<file path="src/rtl/anc_fir_sched.sv">
// -----------------------------------------------------------------------------
// anc_fir_sched
//
// Purpose:
//   Time-shares a single FIR/LMS engine between two ANC channels. Each
//   channel drops one sample set (x, a, weight_adjust) into a depth-1 slot.
//   The scheduler grants slots round-robin and issues them to the engine over
//   a go/done handshake. It then returns the engine result tagged with the
//   channel that produced it. A watchdog aborts an operation whose done
//   pulse never arrives.
//
// Ports:
//   clk, rst        clock, synchronous active-high reset
//   sched_en        1 = new grants allowed, 0 = hold (in-flight op completes)
//   ch_valid[1:0]   per-channel sample-set valid
//   ch_ready[1:0]   per-channel slot empty
//   chN_x/a/w       channel reference / desired / weight_adjust (signed, DW)
//   fir_go          one-cycle start pulse to the engine
//   fir_x/a/w       issued operands, stable from fir_go until the op ends
//   fir_done        engine completion pulse
//   fir_out         engine result, valid with fir_done
//   out_valid       one-cycle result strobe
//   out_sample      registered result
//   out_chan        channel that produced out_sample
//   busy            scheduler not idle
//   err_timeout     sticky watchdog flag
//   err_clr         clears err_timeout (a simultaneous set wins)
// -----------------------------------------------------------------------------
module anc_fir_sched #(
  parameter int DW          = 16,
  parameter int TIMEOUT_CYC = 1024,
  parameter int CW          = 10
) (
  input  logic          clk,
  input  logic          rst,
  input  logic          sched_en,
  input  logic [1:0]    ch_valid,
  output logic [1:0]    ch_ready,
  input  logic [DW-1:0] ch0_x,
  input  logic [DW-1:0] ch1_x,
  input  logic [DW-1:0] ch0_a,
  input  logic [DW-1:0] ch1_a,
  input  logic [DW-1:0] ch0_w,
  input  logic [DW-1:0] ch1_w,
  output logic          fir_go,
  output logic [DW-1:0] fir_x,
  output logic [DW-1:0] fir_a,
  output logic [DW-1:0] fir_w,
  input  logic          fir_done,
  input  logic [DW-1:0] fir_out,
  output logic          out_valid,
  output logic [DW-1:0] out_sample,
  output logic          out_chan,
  output logic          busy,
  output logic          err_timeout,
  input  logic          err_clr
);

  typedef enum logic [1:0] {
    ST_IDLE = 2'd0,
    ST_GO   = 2'd1,
    ST_WAIT = 2'd2
  } state_e;

  // ---------------------------------------------------------------------------
  // Registers
  // ---------------------------------------------------------------------------
  state_e        state_q;
  logic [1:0]    full_q;
  logic [1:0]    full_d;
  logic [DW-1:0] slot_x_q [2];
  logic [DW-1:0] slot_a_q [2];
  logic [DW-1:0] slot_w_q [2];
  logic          last_grant_q;
  logic [CW-1:0] wd_q;
  logic          fir_go_q;
  logic [DW-1:0] fir_x_q;
  logic [DW-1:0] fir_a_q;
  logic [DW-1:0] fir_w_q;
  logic          out_valid_q;
  logic [DW-1:0] out_sample_q;
  logic          out_chan_q;
  logic          busy_q;
  logic          err_q;

  // ---------------------------------------------------------------------------
  // Combinational decode
  // ---------------------------------------------------------------------------
  logic [1:0]    accept_s;
  logic          grant_valid_s;
  logic          grant_s;
  logic          wd_last_s;
  logic          err_set_s;

  // Slot accept qualifiers: a slot only takes a new set while it is empty.
  assign accept_s = ch_valid & ~full_q;

  // A grant happens only from IDLE, with scheduling enabled and work pending.
  assign grant_valid_s = sched_en && (state_q == ST_IDLE) && (full_q != 2'b00);

  // Watchdog terminal count: the last WAIT cycle before the op is abandoned.
  assign wd_last_s = (wd_q == CW'(TIMEOUT_CYC - 1));

  // Timeout fires only if done is absent on that terminal WAIT cycle.
  assign err_set_s = (state_q == ST_WAIT) && !fir_done && wd_last_s;

  // Round-robin pick: a lone pending slot wins; on a tie the slot not served
  // last wins. last_grant resets to 1 so ch0 takes the very first tie.
  always_comb begin
    grant_s = 1'b0;
    case (full_q)
      2'b01:   grant_s = 1'b0;
      2'b10:   grant_s = 1'b1;
      2'b11:   grant_s = ~last_grant_q;
      default: grant_s = 1'b0;
    endcase
  end

  // Slot occupancy next state: fill on accept, drain on grant. Both cannot
  // hit the same slot in one cycle since accept needs empty and grant needs full.
  always_comb begin
    full_d = full_q;
    for (int i = 0; i < 2; i++) begin
      if (accept_s[i]) begin
        full_d[i] = 1'b1;
      end else if (grant_valid_s && (grant_s == i[0])) begin
        full_d[i] = 1'b0;
      end else begin
        full_d[i] = full_q[i];
      end
    end
  end

  // ---------------------------------------------------------------------------
  // Sequential logic
  // ---------------------------------------------------------------------------

  // Holding slots: occupancy flags plus captured operands for each channel.
  always_ff @(posedge clk) begin
    if (rst) begin
      full_q      <= 2'b00;
      slot_x_q[0] <= '0;
      slot_a_q[0] <= '0;
      slot_w_q[0] <= '0;
      slot_x_q[1] <= '0;
      slot_a_q[1] <= '0;
      slot_w_q[1] <= '0;
    end else begin
      full_q <= full_d;
      if (accept_s[0]) begin
        slot_x_q[0] <= ch0_x;
        slot_a_q[0] <= ch0_a;
        slot_w_q[0] <= ch0_w;
      end
      if (accept_s[1]) begin
        slot_x_q[1] <= ch1_x;
        slot_a_q[1] <= ch1_a;
        slot_w_q[1] <= ch1_w;
      end
    end
  end

  // Scheduler FSM with all engine-side and result outputs registered.
  always_ff @(posedge clk) begin
    if (rst) begin
      state_q      <= ST_IDLE;
      last_grant_q <= 1'b1;
      wd_q         <= '0;
      fir_go_q     <= 1'b0;
      fir_x_q      <= '0;
      fir_a_q      <= '0;
      fir_w_q      <= '0;
      out_valid_q  <= 1'b0;
      out_sample_q <= '0;
      out_chan_q   <= 1'b0;
      busy_q       <= 1'b0;
    end else begin
      // Strobes are single-cycle unless re-asserted below.
      fir_go_q    <= 1'b0;
      out_valid_q <= 1'b0;
      case (state_q)
        ST_IDLE: begin
          if (grant_valid_s) begin
            // fir_go is raised here so it is high exactly during GO.
            fir_x_q      <= slot_x_q[grant_s];
            fir_a_q      <= slot_a_q[grant_s];
            fir_w_q      <= slot_w_q[grant_s];
            last_grant_q <= grant_s;
            fir_go_q     <= 1'b1;
            busy_q       <= 1'b1;
            state_q      <= ST_GO;
          end else begin
            busy_q  <= 1'b0;
            state_q <= ST_IDLE;
          end
        end
        ST_GO: begin
          // fir_done here is a stray pulse from a previous op; ignore it.
          wd_q    <= '0;
          busy_q  <= 1'b1;
          state_q <= ST_WAIT;
        end
        ST_WAIT: begin
          if (fir_done) begin
            out_sample_q <= fir_out;
            out_chan_q   <= last_grant_q;
            out_valid_q  <= 1'b1;
            busy_q       <= 1'b0;
            state_q      <= ST_IDLE;
          end else if (wd_last_s) begin
            // Abandon the op; the result is dropped and no strobe is given.
            busy_q  <= 1'b0;
            state_q <= ST_IDLE;
          end else begin
            wd_q    <= wd_q + CW'(1);
            busy_q  <= 1'b1;
            state_q <= ST_WAIT;
          end
        end
        default: begin
          busy_q  <= 1'b0;
          state_q <= ST_IDLE;
        end
      endcase
    end
  end

  // Sticky timeout flag; a set in the same cycle as a clear takes priority.
  always_ff @(posedge clk) begin
    if (rst) begin
      err_q <= 1'b0;
    end else if (err_set_s) begin
      err_q <= 1'b1;
    end else if (err_clr) begin
      err_q <= 1'b0;
    end else begin
      err_q <= err_q;
    end
  end

  // ---------------------------------------------------------------------------
  // Outputs
  // ---------------------------------------------------------------------------
  assign ch_ready    = ~full_q;
  assign fir_go      = fir_go_q;
  assign fir_x       = fir_x_q;
  assign fir_a       = fir_a_q;
  assign fir_w       = fir_w_q;
  assign out_valid   = out_valid_q;
  assign out_sample  = out_sample_q;
  assign out_chan    = out_chan_q;
  assign busy        = busy_q;
  assign err_timeout = err_q;

endmodule

</file>
<file path="config.mk">
export PLATFORM = sky130hd
export DESIGN_NAME = anc_fir_sched
export DESIGN_NICKNAME = d
export VERILOG_FILES = /design/src/rtl/anc_fir_sched.sv
export SDC_FILE = /design/constraint.sdc
export NUM_CORES = 1
export LEC_CHECK = 0
export CORE_ASPECT_RATIO = 0.6
export CORE_MARGIN = 1
export CORE_UTILIZATION = 42
export CTS_BUF_LIST = sky130_fd_sc_hd__clkbuf_8
export CTS_CLUSTER_SIZE = 25
export DETAILED_ROUTE_END_ITERATION = 7
export PLACE_DENSITY = 0.71
export SYNTH_ARGS = -nofsm -noshare
export SYNTH_HDL_FRONTEND = slang
export SYNTH_SLANG_ARGS = --single-unit
export TNS_END_PERCENT = 100
</file>
<file path="constraint.sdc">
create_clock -name clk -period 3.2 [get_ports clk]
set_clock_uncertainty 0.15 [all_clocks]
set_input_delay 0.64 -clock clk [delete_from_list [all_inputs] [get_ports clk]]
set_output_delay 0.64 -clock clk [all_outputs]
set_load 0.02 [all_outputs]
</file>
==> results.md <==
* Critical Path Start Type: flop
* Mapped Nets at 720
* Synth area leader: edfxtp_1
* Max Cap Viol at 0
* Fin Setup TNS at 0 ps
* Crit Path Class: flop to output port
* Die width at approximately 170 µm
* Die H at 103 µm
* Post-DP HPWL at around 11,000 µm
* Vias per std cell at 4.93
* Final Setup Violations at 0
* Starting Density at 0.433
* I/O Buffers at 189
* Worst reg2reg path depth at 4
* Leak at roughly 3.5 nW
* Post-Route WL at ~16,000 µm
* Seq/Total Area, Yosys at 0.643
* I/O Pins at 190
* CTS clk-pin slew, worst paths at roughly 100 ps
* Pins over their slew limit at 0
* Synth area leaders: edfxtp_1 (41%), dfxtp_1 (24%), and2_1 (8.5%)
* Post-synth top area share at 0.406
* Max VDD drop at ~300 µV
* Status: finished clean
* Clk_lat worst skew at ~440 ps
* Post-CTS Setup Inserts at 0
* Final min period at about 2400 ps
* Root Buffer Master: clkbuf_8
* Fillers at between 1k and 1.5k
* Clk buf depth at 2
* CP Data Required Time at 2410 ps
* R2r endpoint: wd_q[4]
* Fmax achieved at ~0.42 GHz
* Pwr dens at 513 nW/µm²
* Worst flop-to-flop path startpoint: state_q[1]
* TritonCTS clock tree: built
* # DRC at 0
* Register bit total from synthesis at 180
* Hold buffer count at CTS at 0
* EDFF count, synth at 96
* Initial DRC Count at about 350
* Row cnt at 36
* FF-to-FF setup slack at between 1000 and 1500 ps
* First-pass GRT wire length at between 20,000 and 25,000 µm
* H-tree Lvls at 4
* Ratio of cells with drive above 1 in the final layout at 0.0683
* Cell with the most instances after synthesis: and2_1
* WHS Path Cells at 2
* Syn. warnings at 0
* Via count at approximately 5k
* Number of global-route vias before repair at 4,724
* TritonCTS buffer count at 17
* Max_slew headroom at 0.580
* Post-layout instance area at around 9600 µm²
* GRT Util Overall at 0.184
* Predominant post-synthesis flop cell: edfxtp_1
* Total grt overflow at 0
* Layout area overhead at 35.5%
* CTS resizes at 0
* Worst EP arrival at approximately 1600 ps
* Initial antenna violation count at 1
* Die area at between 15,000 and 20,000 µm²
* Pin count of the biggest net entering global routing at a little under 60
* Asr flop ratio synth at 0
* Critical Path End Type: output port
* Worst-Margin Slew at between 600 and 700 ps
* Cell Area, Synth at between 7000 and 8000 µm²
* Distinct cells, synth at 43
* Gpl congestion at about 0.83
* Syn Inst Count at 600
* Worst Hold End: out_sample[14]
* Worst hold start: out_sample[14]
* Endpoints failing hold at 0
* Fin crit share at 0.736
* Avg WL per Cell at ~15 µm
* Crit path max fanout at 4
* Core area at around 16,000 µm²
* First drt pass iteration count at 5
* DRT antenna net count at 0
* Hold WC Path Type: flop to flop
* DP Area at 9230 µm²
* Sink Count at 180
* DP Worst Slack at about 530 ps
* Syn Area/Cell at 11.8 µm²
* RSZ-0062 raised after global routing: no
* Nets at 898
* Fin worst setup slack at approximately 840 ps
* Most frequent cells after synthesis: and2_1 (97), edfxtp_1 (96), dfxtp_1 (84)
[power by group]
group | internal [mW] | total, mW | switching (mW)
clock | 0.612 | 1.46 | 0.851
sequential | 2.63 | 2.71 | 0.0765
combinational | 0.387 | 0.760 | 0.372
[layer usage]
layer	vias to the layer above	track usage	routed length (µm)
met5	-	0	0
met4	0	0.0561	182
met3	11	0.0541	1050
met2	177	0.278	6990
met1	2343	0.256	7430
li1	2494	-	-
[how the worst max path moves through the flow]
stage | from | end | slack (ps)
2_1_floorplan | rst | slot_a_q[0][0] | 280
3_3_place_gp | fir_done | wd_q[4] | 540
3_5_place_dp | fir_done | wd_q[4] | 530
4_1_cts | full_q[1] | ch_ready[1] | 800
5_1_grt | full_q[1] | ch_ready[1] | 740
6_report | full_q[1] | ch_ready[1] | 840
[layout make-up]
| type | count | area (µm²) | area share |
|---|---|---|---|
| flip-flops and latches | 180 | 4560 | 0.475 |
| inverters | 5 | 18.8 | 0.00195 |
| well taps | 228 | 285 | 0.0297 |
| diodes | 1 | 2.50 | 0.000260 |
| clock buffers | 19 | 262 | 0.0272 |
| repair buffers | 201 | 1980 | 0.206 |
| multi-input cells | 373 | 2380 | 0.248 |
| clock inverters | 13 | 119 | 0.0124 |
[stage by stage]
stage | power, mW | hold WS, ps | instances | utilization
finish | 4.93 | 309 | 1020 | 0.586
global route | 5.16 | 331 | 1020 | 0.586
CTS | 4.99 | 313 | 1019 | 0.586
detailed placement | 3.53 | 298 | 987 | 0.563
global placement | 3.51 | 293 | 987 | 0.563
floorplan | 3.14 | 286 | 600 | -
[registers in the layout, indices dropped and copies added (netlist names)]
signal / flops
busy: 1
err_timeout: 1
fir_a: 16
fir_go: 1
fir_w: 16
fir_x: 16
full_q: 2
last_grant_q: 1
out_chan: 1
out_sample: 16
out_valid: 1
slot_a_q: 32
slot_w_q: 32
slot_x_q: 32
state_q: 2
wd_q: 10
[logic make-up after synthesis]
group | synth area share
and+or+nand+nor | 0.169
DFF | 0.643
AOI/OAI and AO/OA | 0.0908
muxes | 0.0691
buffers and inverters | 0.0259
adders and majority gates | 0.00176
[critical path: stages (launching register included)]
cell and delay (ps):
dfxtp_1 350, inv_1 140, clkdlybuf4s50_1 640
[placed cells by master, fill, tap and decap left out, types with 3 or more instances in the layout]
| master | n |
|---|---|
| clkdlybuf4s50_1 | 188 |
| nand4_1 | 4 |
| nand3_1 | 9 |
| inv_8 | 4 |
| o21ai_0 | 4 |
| edfxtp_1 | 96 |
| buf_4 | 13 |
| nor2_1 | 59 |
| clkinv_4 | 5 |
| a21oi_1 | 20 |
| inv_1 | 6 |
| inv_6 | 3 |
| dfxtp_1 | 84 |
| mux2i_1 | 49 |
| o211ai_1 | 3 |
| nand2_1 | 42 |
| clkbuf_8 | 19 |
| and2_1 | 97 |
| a211oi_1 | 48 |
No activity file was read; power rests on OpenSTA's default activity.
